$ cat src/rtl/cpu_pkg.sv
// Shared constants and types for the CPU sequencer: opcodes, ALU selects,
// instruction classes and FSM state encoding.
package cpu_pkg;

  localparam int PC_STEP = 4;

  localparam logic [3:0] OPC_LDI  = 4'd0;
  localparam logic [3:0] OPC_MOV  = 4'd1;
  localparam logic [3:0] OPC_ADD  = 4'd2;
  localparam logic [3:0] OPC_SUB  = 4'd3;
  localparam logic [3:0] OPC_AND  = 4'd4;
  localparam logic [3:0] OPC_OR   = 4'd5;
  localparam logic [3:0] OPC_SRL  = 4'd6;
  localparam logic [3:0] OPC_LD   = 4'd7;
  localparam logic [3:0] OPC_ST   = 4'd8;
  localparam logic [3:0] OPC_HALT = 4'd15;

  localparam logic [2:0] ALU_FWD = 3'b000;
  localparam logic [2:0] ALU_ADD = 3'b001;
  localparam logic [2:0] ALU_AND = 3'b010;
  localparam logic [2:0] ALU_OR  = 3'b011;
  localparam logic [2:0] ALU_SRL = 3'b100;

  // Instruction class: selects the path the FSM takes after DECODE
  localparam logic [2:0] CLS_ALU  = 3'd0;
  localparam logic [2:0] CLS_LD   = 3'd1;
  localparam logic [2:0] CLS_ST   = 3'd2;
  localparam logic [2:0] CLS_HALT = 3'd3;
  localparam logic [2:0] CLS_ILL  = 3'd4;

  typedef enum logic [2:0] {
    ST_IDLE,
    ST_FETCH,
    ST_DECODE,
    ST_EXEC,
    ST_MEM,
    ST_WB,
    ST_HALT
  } state_e;

endpackage

$ cat src/rtl/cpu_decoder.sv
// Combinational opcode decoder: opcode -> ALU select, operand controls,
// instruction class and illegal flag.
module cpu_decoder
  import cpu_pkg::*;
(
  input  logic [3:0] opcode_i,
  output logic [2:0] alu_op_o,
  output logic       is_add_o,
  output logic       is_imm_o,
  output logic [2:0] cls_o,
  output logic       illegal_o
);

  // Opcode table lookup; anything not listed is illegal
  always_comb begin
    alu_op_o  = ALU_FWD;
    is_add_o  = 1'b0;
    is_imm_o  = 1'b0;
    cls_o     = CLS_ILL;
    illegal_o = 1'b0;
    case (opcode_i)
      OPC_LDI:  begin is_add_o = 1'b1; is_imm_o = 1'b1; cls_o = CLS_ALU; end
      OPC_MOV:  begin is_add_o = 1'b1; cls_o = CLS_ALU; end
      OPC_ADD:  begin alu_op_o = ALU_ADD; is_add_o = 1'b1; cls_o = CLS_ALU; end
      OPC_SUB:  begin alu_op_o = ALU_ADD; cls_o = CLS_ALU; end
      OPC_AND:  begin alu_op_o = ALU_AND; is_add_o = 1'b1; cls_o = CLS_ALU; end
      OPC_OR:   begin alu_op_o = ALU_OR;  is_add_o = 1'b1; cls_o = CLS_ALU; end
      OPC_SRL:  begin alu_op_o = ALU_SRL; is_add_o = 1'b1; cls_o = CLS_ALU; end
      OPC_LD:   begin is_add_o = 1'b1; cls_o = CLS_LD; end
      OPC_ST:   begin is_add_o = 1'b1; cls_o = CLS_ST; end
      OPC_HALT: cls_o = CLS_HALT;
      default:  illegal_o = 1'b1;
    endcase
  end

endmodule

$ cat src/rtl/cpu_sequencer.sv
// Multi-cycle control FSM for the 8-bit CPU datapath. Owns PC, IR and the
// retired-instruction counter; fetches over a req/ack handshake.
//
//   state  | meaning
//   IDLE   | waiting for START
//   FETCH  | request held on IMEM_ADDR = PC until ack captures IR
//   DECODE | IR decoded, decode outputs valid; illegal retires here
//   EXEC   | ALU result written back (REG_WE)
//   MEM    | SRAM access; ST retires here, LD continues to WB
//   WB     | SRAM data written back (REG_WE, WB_SEL)
//   HALT   | stopped until reset
module cpu_sequencer #(
  parameter int PC_W    = 9,
  parameter int PC_STEP = cpu_pkg::PC_STEP
) (
  input  logic            CLK,
  input  logic            RESET_N,
  input  logic            START,
  output logic            IMEM_REQ,
  output logic [PC_W-1:0] IMEM_ADDR,
  input  logic            IMEM_ACK,
  input  logic [8:0]      IMEM_DATA,
  output logic [PC_W-1:0] PC,
  output logic [2:0]      ALU_OP,
  output logic            IS_ADD,
  output logic            IS_IMM,
  output logic [7:0]      IMM,
  output logic [2:0]      DEST,
  output logic [2:0]      SRC1,
  output logic [2:0]      SRC2,
  output logic            REG_WE,
  output logic            WB_SEL,
  output logic            SRAM_CS,
  output logic            SRAM_RD,
  output logic            SRAM_WE,
  output logic            HALTED,
  output logic            ILLEGAL,
  output logic [15:0]     INSTR_CNT
);
  import cpu_pkg::*;

  localparam logic [PC_W-1:0] STEP = PC_W'(PC_STEP);

  state_e          state_q, state_d;
  logic [PC_W-1:0] pc_q, pc_d;
  logic [8:0]      ir_q, ir_d;
  logic [15:0]     cnt_q, cnt_d;
  logic            ill_q, ill_d;

  logic [2:0] dec_alu_op;
  logic       dec_is_add;
  logic       dec_is_imm;
  logic [2:0] dec_cls;
  logic       dec_illegal;
  logic       dec_valid;

  cpu_decoder u_dec (
    .opcode_i  (ir_q[4:1]),
    .alu_op_o  (dec_alu_op),
    .is_add_o  (dec_is_add),
    .is_imm_o  (dec_is_imm),
    .cls_o     (dec_cls),
    .illegal_o (dec_illegal)
  );

  // State and datapath registers with synchronous active-low reset
  always_ff @(posedge CLK) begin
    if (!RESET_N) begin
      state_q <= ST_IDLE;
      pc_q    <= '0;
      ir_q    <= '0;
      cnt_q   <= '0;
      ill_q   <= 1'b0;
    end else begin
      state_q <= state_d;
      pc_q    <= pc_d;
      ir_q    <= ir_d;
      cnt_q   <= cnt_d;
      ill_q   <= ill_d;
    end
  end

  // Next state, PC/IR capture and retire counting
  always_comb begin
    state_d = state_q;
    pc_d    = pc_q;
    ir_d    = ir_q;
    cnt_d   = cnt_q;
    ill_d   = ill_q;
    case (state_q)
      ST_IDLE: begin
        if (START) begin
          state_d = ST_FETCH;
          pc_d    = '0;
        end
      end
      ST_FETCH: begin
        if (IMEM_ACK) begin
          ir_d    = IMEM_DATA;
          pc_d    = pc_q + STEP;
          state_d = ST_DECODE;
        end
      end
      ST_DECODE: begin
        if (dec_illegal) begin
          ill_d   = 1'b1;
          cnt_d   = cnt_q + 16'd1;
          state_d = ST_FETCH;
        end else if (dec_cls == CLS_HALT) begin
          cnt_d   = cnt_q + 16'd1;
          state_d = ST_HALT;
        end else if (dec_cls == CLS_ALU) begin
          state_d = ST_EXEC;
        end else begin
          state_d = ST_MEM;
        end
      end
      ST_EXEC: begin
        cnt_d   = cnt_q + 16'd1;
        state_d = ST_FETCH;
      end
      ST_MEM: begin
        if (dec_cls == CLS_LD) begin
          state_d = ST_WB;
        end else begin
          cnt_d   = cnt_q + 16'd1;
          state_d = ST_FETCH;
        end
      end
      ST_WB: begin
        cnt_d   = cnt_q + 16'd1;
        state_d = ST_FETCH;
      end
      ST_HALT: state_d = ST_HALT;
      default: state_d = ST_IDLE;
    endcase
  end

  // Strobes decoded from the registered state; decode outputs held at zero
  // until an instruction has actually been captured
  always_comb begin
    IMEM_REQ  = 1'b0;
    REG_WE    = 1'b0;
    WB_SEL    = 1'b0;
    SRAM_CS   = 1'b0;
    SRAM_RD   = 1'b0;
    SRAM_WE   = 1'b0;
    HALTED    = 1'b0;
    dec_valid = (state_q != ST_IDLE) && (state_q != ST_FETCH);
    case (state_q)
      ST_FETCH: IMEM_REQ = 1'b1;
      ST_EXEC:  REG_WE = 1'b1;
      ST_MEM: begin
        SRAM_CS = 1'b1;
        SRAM_RD = (dec_cls == CLS_LD);
        SRAM_WE = (dec_cls == CLS_ST);
      end
      ST_WB: begin
        REG_WE = 1'b1;
        WB_SEL = 1'b1;
      end
      ST_HALT:  HALTED = 1'b1;
      default:  ;
    endcase
    ALU_OP = dec_valid ? dec_alu_op : ALU_FWD;
    IS_ADD = dec_valid & dec_is_add;
    IS_IMM = dec_valid & dec_is_imm;
  end

  assign IMEM_ADDR = pc_q;
  assign PC        = pc_q;
  assign IMM       = ir_q[7:0];
  assign DEST      = {1'b0, ir_q[6:5]};
  assign SRC1      = {1'b0, ir_q[8:7]};
  assign SRC2      = {1'b0, ir_q[1:0]};
  assign ILLEGAL   = ill_q;
  assign INSTR_CNT = cnt_q;

endmodule
$ cat config.mk
export PLATFORM = sky130hd
export DESIGN_NAME = cpu_sequencer
export DESIGN_NICKNAME = d
export VERILOG_FILES = /design/src/rtl/cpu_pkg.sv /design/src/rtl/cpu_decoder.sv /design/src/rtl/cpu_sequencer.sv
export SDC_FILE = /design/constraint.sdc
export NUM_CORES = 1
export LEC_CHECK = 0
export ABC_AREA = 1
export CORE_UTILIZATION = 30
export CTS_CLUSTER_SIZE = 20
export DETAILED_ROUTE_END_ITERATION = 10
export DONT_BUFFER_PORTS = 1
export PLACE_DENSITY = 0.46
export SYNTH_ARGS = -nofsm -noshare
export SYNTH_HDL_FRONTEND = slang
export SYNTH_HIERARCHICAL = 1
export SYNTH_SLANG_ARGS = --single-unit
$ cat constraint.sdc
create_clock -name CLK -period 3.5 [get_ports CLK]
set_input_delay 0.525 -clock CLK [delete_from_list [all_inputs] [get_ports CLK]]
set_output_delay 0.525 -clock CLK [all_outputs]
set_load 0.01 [all_outputs]
==> results.ini, run 1 <==
[status]
status=completed

[clocking]
cts_root_buf=clkbuf_8
cts_buffer_depth=2
cts.sinks=36
clk_latency_ps=290
cts_max_level=2
tritoncts=done
cts_resized=0
cts_buffers=5
post-cts-setup-buffers=0
hold_buffers=0
path_clk_slew_ps=80

[route]
dr.pass1.iters=4
ant_nets=0
wl_mm=5.70
dr.first_iter.drc_count=52
avgViaCountPerCell=4.69
vias=2071
route.detailed.drc=0
wl_per_cell_um=12.9

[global_routing]
busiest_layer=met2
met3_usage=0.0434
gr-total-overflow=0
grt_pass1_vias=1876
grt_util_met2=0.251
grt_pass1_wl_mm=8.95
grt_max_degree=21
grt_use_met1=0.179
grt_use_total=0.147
antenna_found_initial=0

[synth]
synth-compound-area-share=0.102
synth_fa_ha_area_frac=0.0109
ys.flop_type=dfxtp_1
synth-simple-area-share=0.399
synthXorXnorAreaFrac=0.0229
synth.avg_cell_area_um2=6.45
synth-edff-count=0
yosysWarnings=6
synthMuxAreaShare=0
ys_ff_latch=36
yosysSeqAreaShare=0.315
syn_inst=355
synthesis.area_um2=2290
synth_cell_types=31
async_reset_ff_frac=0
synth_top_family_by_area=simple AND/OR/NAND/NOR gates

[floorplan]
die_y_um=89.4
num_io_pins=77
core_um2=7330
die_area_um2=7990
die_w_um=89.4
core.rowCount=31
start_util=0.313

[critical_path]
ff2ff_setup_slack_ps=1380
worstRegToRegCells=11
end_kind=output port
crit_buf_inv=1
path_cells=nand2_1 > o21ai_0 > inv_1 > nor3_1
cpLargestDelayFamily=flip-flops
startpoint=ir_q[1]
slowest_delay_ps=570
crit_fanout=8
crit_arrival_ps=1760
crit_required_ps=2970
endpoint=SRAM_WE
crit_path_start_kind=flop
r2r_end=INSTR_CNT[15]
cp.depth=4
critPathKind=flop to output port
slowest_stage=dfxtp_1
r2r_start=ir_q[1]

[timing]
fin_skew_ps=4.17
period_needed_ps=2280
clock.fmax_mhz=438
fin_ws_ps=1220
rsz0062_at_grt=no
worst_pin_slew_ps=800
tns_ps=0
slew_headroom=0.466
final_hold_viol_count=0
period_share=0.653
maxSlewViolCount=0
final-setup-viol-count=0

[placement]
post-place-ws_ps=1330
portBuffers=0
gp_congestion=0.746
dp_hpwl_mm=4.04

[min_path]
min_path_type=input pin to flop

[final_layout]
drive_gt1_frac=0.120
n_antenna_cell=0
fin_nets=357
synthToLayoutAreaGrowth_pct=2.35

[power_and_ir_drop]
pwr_density_cell_nw_per_um2=434
ir_worst_vdd_v=0.000137
p_leak_nw=0.929

[flow_run]
cap_violations=0

[per-layer routing]
| metal | part of all wire | vias to the layer above |
|---|---|---|
| li1 | - | 1073 |
| met1 | 0.47 | 940 |
| met2 | 0.46 | 53 |
| met3 | 0.058 | 5 |
| met4 | 0.0088 | 0 |
| met5 | 0 | - |
[placed cells by master (no fill, tap or decap), types with 2 or more instances in the layout]
cell type	n
clkbuf_8	6
nand2_2	6
nand3b_1	2
nor2_1	57
a21oi_1	17
conb_1	7
nor2_2	5
nand2_4	4
nand2_1	80
clkinv_2	3
xnor2_1	2
a31oi_1	2
nor3_1	5
dfxtp_1	36
nand4_1	9
inv_1	33
o21ai_0	16
nor2_4	3
inv_2	7
a21oi_2	5
nand3_1	28
ha_1	2
xor2_1	4
[where the power goes]
part	switching (mW)	leakage, nW	internal (mW)	total [mW]
sequential	0.0501	0.292	0.434	0.484
combinational	0.158	0.586	0.0557	0.213
clock	0.163	0.0510	0.157	0.321
total	0.371	0.929	0.647	1.02
[cell families (layout without fill, tap and decap cells)]
group	count (synthesis)	count (layout)
flip-flops	36	36
adder cells (fa/ha/maj)	2	2
buffers and inverters	67	49
other	1	7
XOR/XNOR	6	6
AND/OR/NAND/NOR	201	201
AO/OA/AOI/OAI	42	42
[cell usage after synthesis (2+ instances only)]
library cell	n	area share
a21oi_1	17	0.037
dfxtp_1	36	0.31
xor2_1	4	0.015
nand4_1	9	0.025
o21ai_0	16	0.035
nor3_1	5	0.011
nand2_1	80	0.13
inv_1	33	0.054
xnor2_1	2	0.0076
inv_2	7	0.011
nor2_1	57	0.093
ha_1	2	0.011
nand3b_1	2	0.0066
a21oi_2	5	0.019
clkbuf_1	2	0.0033
buf_4	21	0.069
nand2_2	6	0.016
a31oi_1	2	0.0055
nor2_4	3	0.015
nand3_1	28	0.061
nand2_4	4	0.020
nor2_2	5	0.014
[sequential cells by signal (all words and copies together), names as in the netlist]
| register | cells |
|---|---|
| state_q | 3 |
| ir_q | 9 |
| INSTR_CNT | 16 |
| ILLEGAL | 1 |
| IMEM_ADDR | 7 |
[worst register-to-register path, stage by stage, from the launching register on]
cell,delay (ps)
dfxtp_1,570
nand2_1,130
o21ai_0,300
inv_1,100
nand2_1,70
nor2_1,60
nand2_4,100
nand2_2,60
nor2_4,350
nand3_1,130
nand2_1,90
nor2_1,40
[area by class of cell]
type,count,area [um2]
clock inverter,2,10.0
multi-input combinational,258,1250
fill,819,4990
inverter,41,155
sequential,36,721
clock buffer,6,82.6
tap,99,124
[stage by stage]
step                      utilization  power, mW  hold slack [ps]  instances  instance area [um2]
after detailed placement        0.307      0.712              559        434                 2250
after floorplan                     -      0.684              503        361                 2310
after global routing            0.320       1.09              338        442                 2340
after CTS                       0.320       1.04              342        442                 2340
after global placement          0.307      0.712              562        434                 2250
final                           0.320       1.02              352        442                 2340
[how the worst min path moves through the flow]
stage                from             to  slack, ps  cells after the start
3_5_place_dp   state_q[2]     state_q[2]        560                      2
6_report          RESET_N  INSTR_CNT[13]        350                      2
2_1_floorplan     ILLEGAL        ILLEGAL        500                      2
5_1_grt           RESET_N  INSTR_CNT[13]        340                      2
4_1_cts           RESET_N  INSTR_CNT[13]        340                      2
3_3_place_gp      ILLEGAL        ILLEGAL        560                      2
Note: power is estimated with default switching activity, not from simulation.
==> run 2: changes to the inputs <==
Settings changed: ABC_AREA 1 to 0, PLACE_DENSITY 0.46 to 0.47.
Clock period 3.5 ns to 1.9 ns, I/O delays scaled along.
==> run 2 against run 1 <==
  * The run now ends with setup timing left
  * Sequential share of layout area is 0.19 points lower
  * Clock skew grew 1.3 ps
  * Register-to-register slack got worse by 1500 ps
  * Critical endpoint is now INSTR_CNT[15]
  * Power rose by 59%
  * Design area up 2.2%
==> results.ini, run 2 <==
[status]
status=finished, violations left
violations=setup timing

[global_routing]
gr-total-overflow=0  ; unchanged
grt_use_met1=0.184  ; +0.00593
antenna_found_initial=0  ; unchanged
grt_pass1_vias=1639  ; -13%
grt_max_degree=27  ; +29%
grt_pass1_wl_mm=8.08  ; -9.7%
busiest_layer=met2
grt_util_met2=0.218  ; -0.0327
met3_usage=0.0399  ; -0.00351
grt_use_total=0.141  ; -0.00668

[synth]
ys_ff_latch=36  ; unchanged
synthesis.area_um2=2090  ; -9.0%
syn_inst=254  ; -28%
synth-edff-count=0  ; unchanged
synth.most_common_cell=dfxtp_1
yosys.area.top_type=dfxtp_1
synth_cell_types=48  ; +55%
yosysSeqAreaShare=0.346  ; +0.0309
yosys.area.top_type_share=0.346  ; +0.0309
ys.flop_type=dfxtp_1
yosysWarnings=6  ; unchanged
async_reset_ff_frac=0  ; unchanged
synth_area_leaders=dfxtp_1, buf_4, a21oi_1
ys_top_cells_by_count=dfxtp_1, a21oi_1, nand2_1, buf_4, nor2_1
synth.avg_cell_area_um2=8.21  ; +27%

[clocking]
cts_max_level=2  ; unchanged
tritoncts=done
cts_root_buf=clkbuf_8
cts_buffers=5  ; unchanged
hold_buffers=0  ; unchanged
cts_buffer_depth=2  ; unchanged
clk_latency_ps=290  ; about the same
path_clk_slew_ps=70  ; about the same
cts.sinks=36  ; unchanged

[floorplan]
die_y_um=85.4  ; -4.5%
die_area_um2=7290  ; -8.8%
core.rowCount=30  ; -3.2%
die_w_um=85.4  ; -4.5%
num_io_pins=77  ; unchanged
core_um2=6760  ; -7.8%
start_util=0.309  ; -0.00381

[timing]
period_share=1.05
fin_skew_ps=5.44  ; +1.27 ps
final-setup-viol-count=17  ; +17
fin_ws_ps=-93.7  ; -1310 ps
clock.fmax_mhz=502
period_needed_ps=1990
final_hold_viol_count=0  ; unchanged
rsz0062_at_grt=yes
maxSlewViolCount=0  ; unchanged
tns_ps=-1100  ; -1100 ps

[critical_path]
path_cells=nor3_4 > nor2_4 > and2_1 > or4b_4 > o211ai_4 > nor4b_2 > mux2i_1
end_kind=flop
crit_required_ps=2070  ; -900 ps
crit_buf_inv=0  ; -1
crit_fanout=9  ; +1
crit_path_start_kind=flop
crit_arrival_ps=2160  ; +400 ps
cpLargestDelayFamily=simple AND/OR/NAND/NOR gates
slowest_stage=or4b_4
critPathKind=flop to flop
slowest_delay_ps=540  ; -30 ps

[final_layout]
n_antenna_cell=0  ; unchanged
fin_nets=284  ; -20%
drive_gt1_frac=0.222  ; +0.103
largest_register_ffs=16  ; unchanged
final_common_cell=dfxtp_1
final_cell_mix=dfxtp_1, buf_4, a21oi_1
synthToLayoutAreaGrowth_pct=14.9
fillers=703  ; -14%

[route]
dr.first_iter.drc_count=110  ; +110%
route.detailed.drc=0  ; unchanged
avgViaCountPerCell=5.18  ; +10%
wl_per_cell_um=14.4  ; +12%
dr.pass1.iters=6  ; +2
wl_mm=5.06  ; -11%
vias=1812  ; -13%
ant_nets=0  ; unchanged

[power_and_ir_drop]
ir_worst_vdd_v=0.000235  ; +72%
pwr_density_cell_nw_per_um2=677  ; +56%
p_leak_nw=0.831  ; -11%

[min_path]
min_path_type=input pin to flop

[placement]
gp_congestion=0.726  ; -2.7%
post-place-ws_ps=-140  ; -1470 ps
dp_hpwl_mm=3.60  ; -11%
portBuffers=0  ; unchanged

[flow_run]
cap_violations=0  ; unchanged

## run 2: changes by cell type after synthesis, sizes merged, moves of 7 or more
cell / change
nand3: -19
nor2b: +7
inv: -34
or4: +11
nor2: -50
o31ai: +11
nand2: -63
## run 2: timing repair
item,CTS,global route
pin swaps,8,5
setup buffers,1,1
endpoints found under the hold margin,0,0
setup endpoints to repair,18,19
cloned,0,0
resized for setup,6,3
## run 2: layout make-up
type / instances / area (um2) / share of cell area
multi-input combinational: 187 / 1190 / 0.497
sequential: 36 / 732 / 0.305
tap: 80 / 100 / 0.0418
timing repair buffer: 32 / 256 / 0.107
clock buffer: 8 / 90.1 / 0.0376
inverter: 7 / 26.3 / 0.0110
## run 2: through the flow
stage / hold slack [ps] / std cells / util / cell area [um2] / power (mW)
final: 125 / 350 / 0.355 / 2400 / 1.62
after global placement: 424 / 340 / 0.333 / 2250 / 1.06
after detailed placement: 427 / 340 / 0.333 / 2250 / 1.06
after global routing: 112 / 350 / 0.355 / 2400 / 1.71
after CTS: 115 / 349 / 0.352 / 2380 / 1.64
after floorplan: 411 / 260 / - / 2130 / 1.01
## run 2: worst paths after layout
path | start | to | slack [ps] | cells past startpoint
worst max register to register | ir_q[3] | INSTR_CNT[15] | -90 | 7
worst max-delay path | ir_q[3] | INSTR_CNT[15] | -90 | 7
worst min-delay path | IMEM_DATA[6] | ir_q[6] | 120 | 2
worst min register to register | ir_q[8] | ir_q[8] | 510 | 2
## run 2: kinds of logic (layout without fill, tap and decap cells)
group | Yosys count | in the layout | synth area share
compound gates | 60 | 60 | 0.183
xor+xnor | 3 | 3 | 0.0126
fa+ha+maj | 2 | 2 | 0.0120
buf+inv | 37 | 47 | 0.115
flops | 36 | 36 | 0.346
mux | 4 | 4 | 0.0204
other cells | 1 | 7 | 0.00180
simple gates | 111 | 111 | 0.310
## run 2: per-layer routing
metal  wire length (um)  vias up
met2               2230       49
met5                  0        -
met1               2460      835
met4                 78        0
li1                   -      921
met3                291        7
## run 2: worst reg2reg max path, delay by kind of cell (launching register included)
family / cells / cell delay (ps)
AO/OA/AOI/OAI: 1 / 310
flip-flops: 1 / 360
multiplexers: 1 / 130
AND/OR/NAND/NOR: 5 / 1080
## run 2: power breakdown
group,switching [mW],internal [mW],leakage (nW),total [mW]
clock,0.273,0.296,0.0455,0.569
combinational,0.146,0.101,0.492,0.247
sequential,0.0344,0.772,0.294,0.807
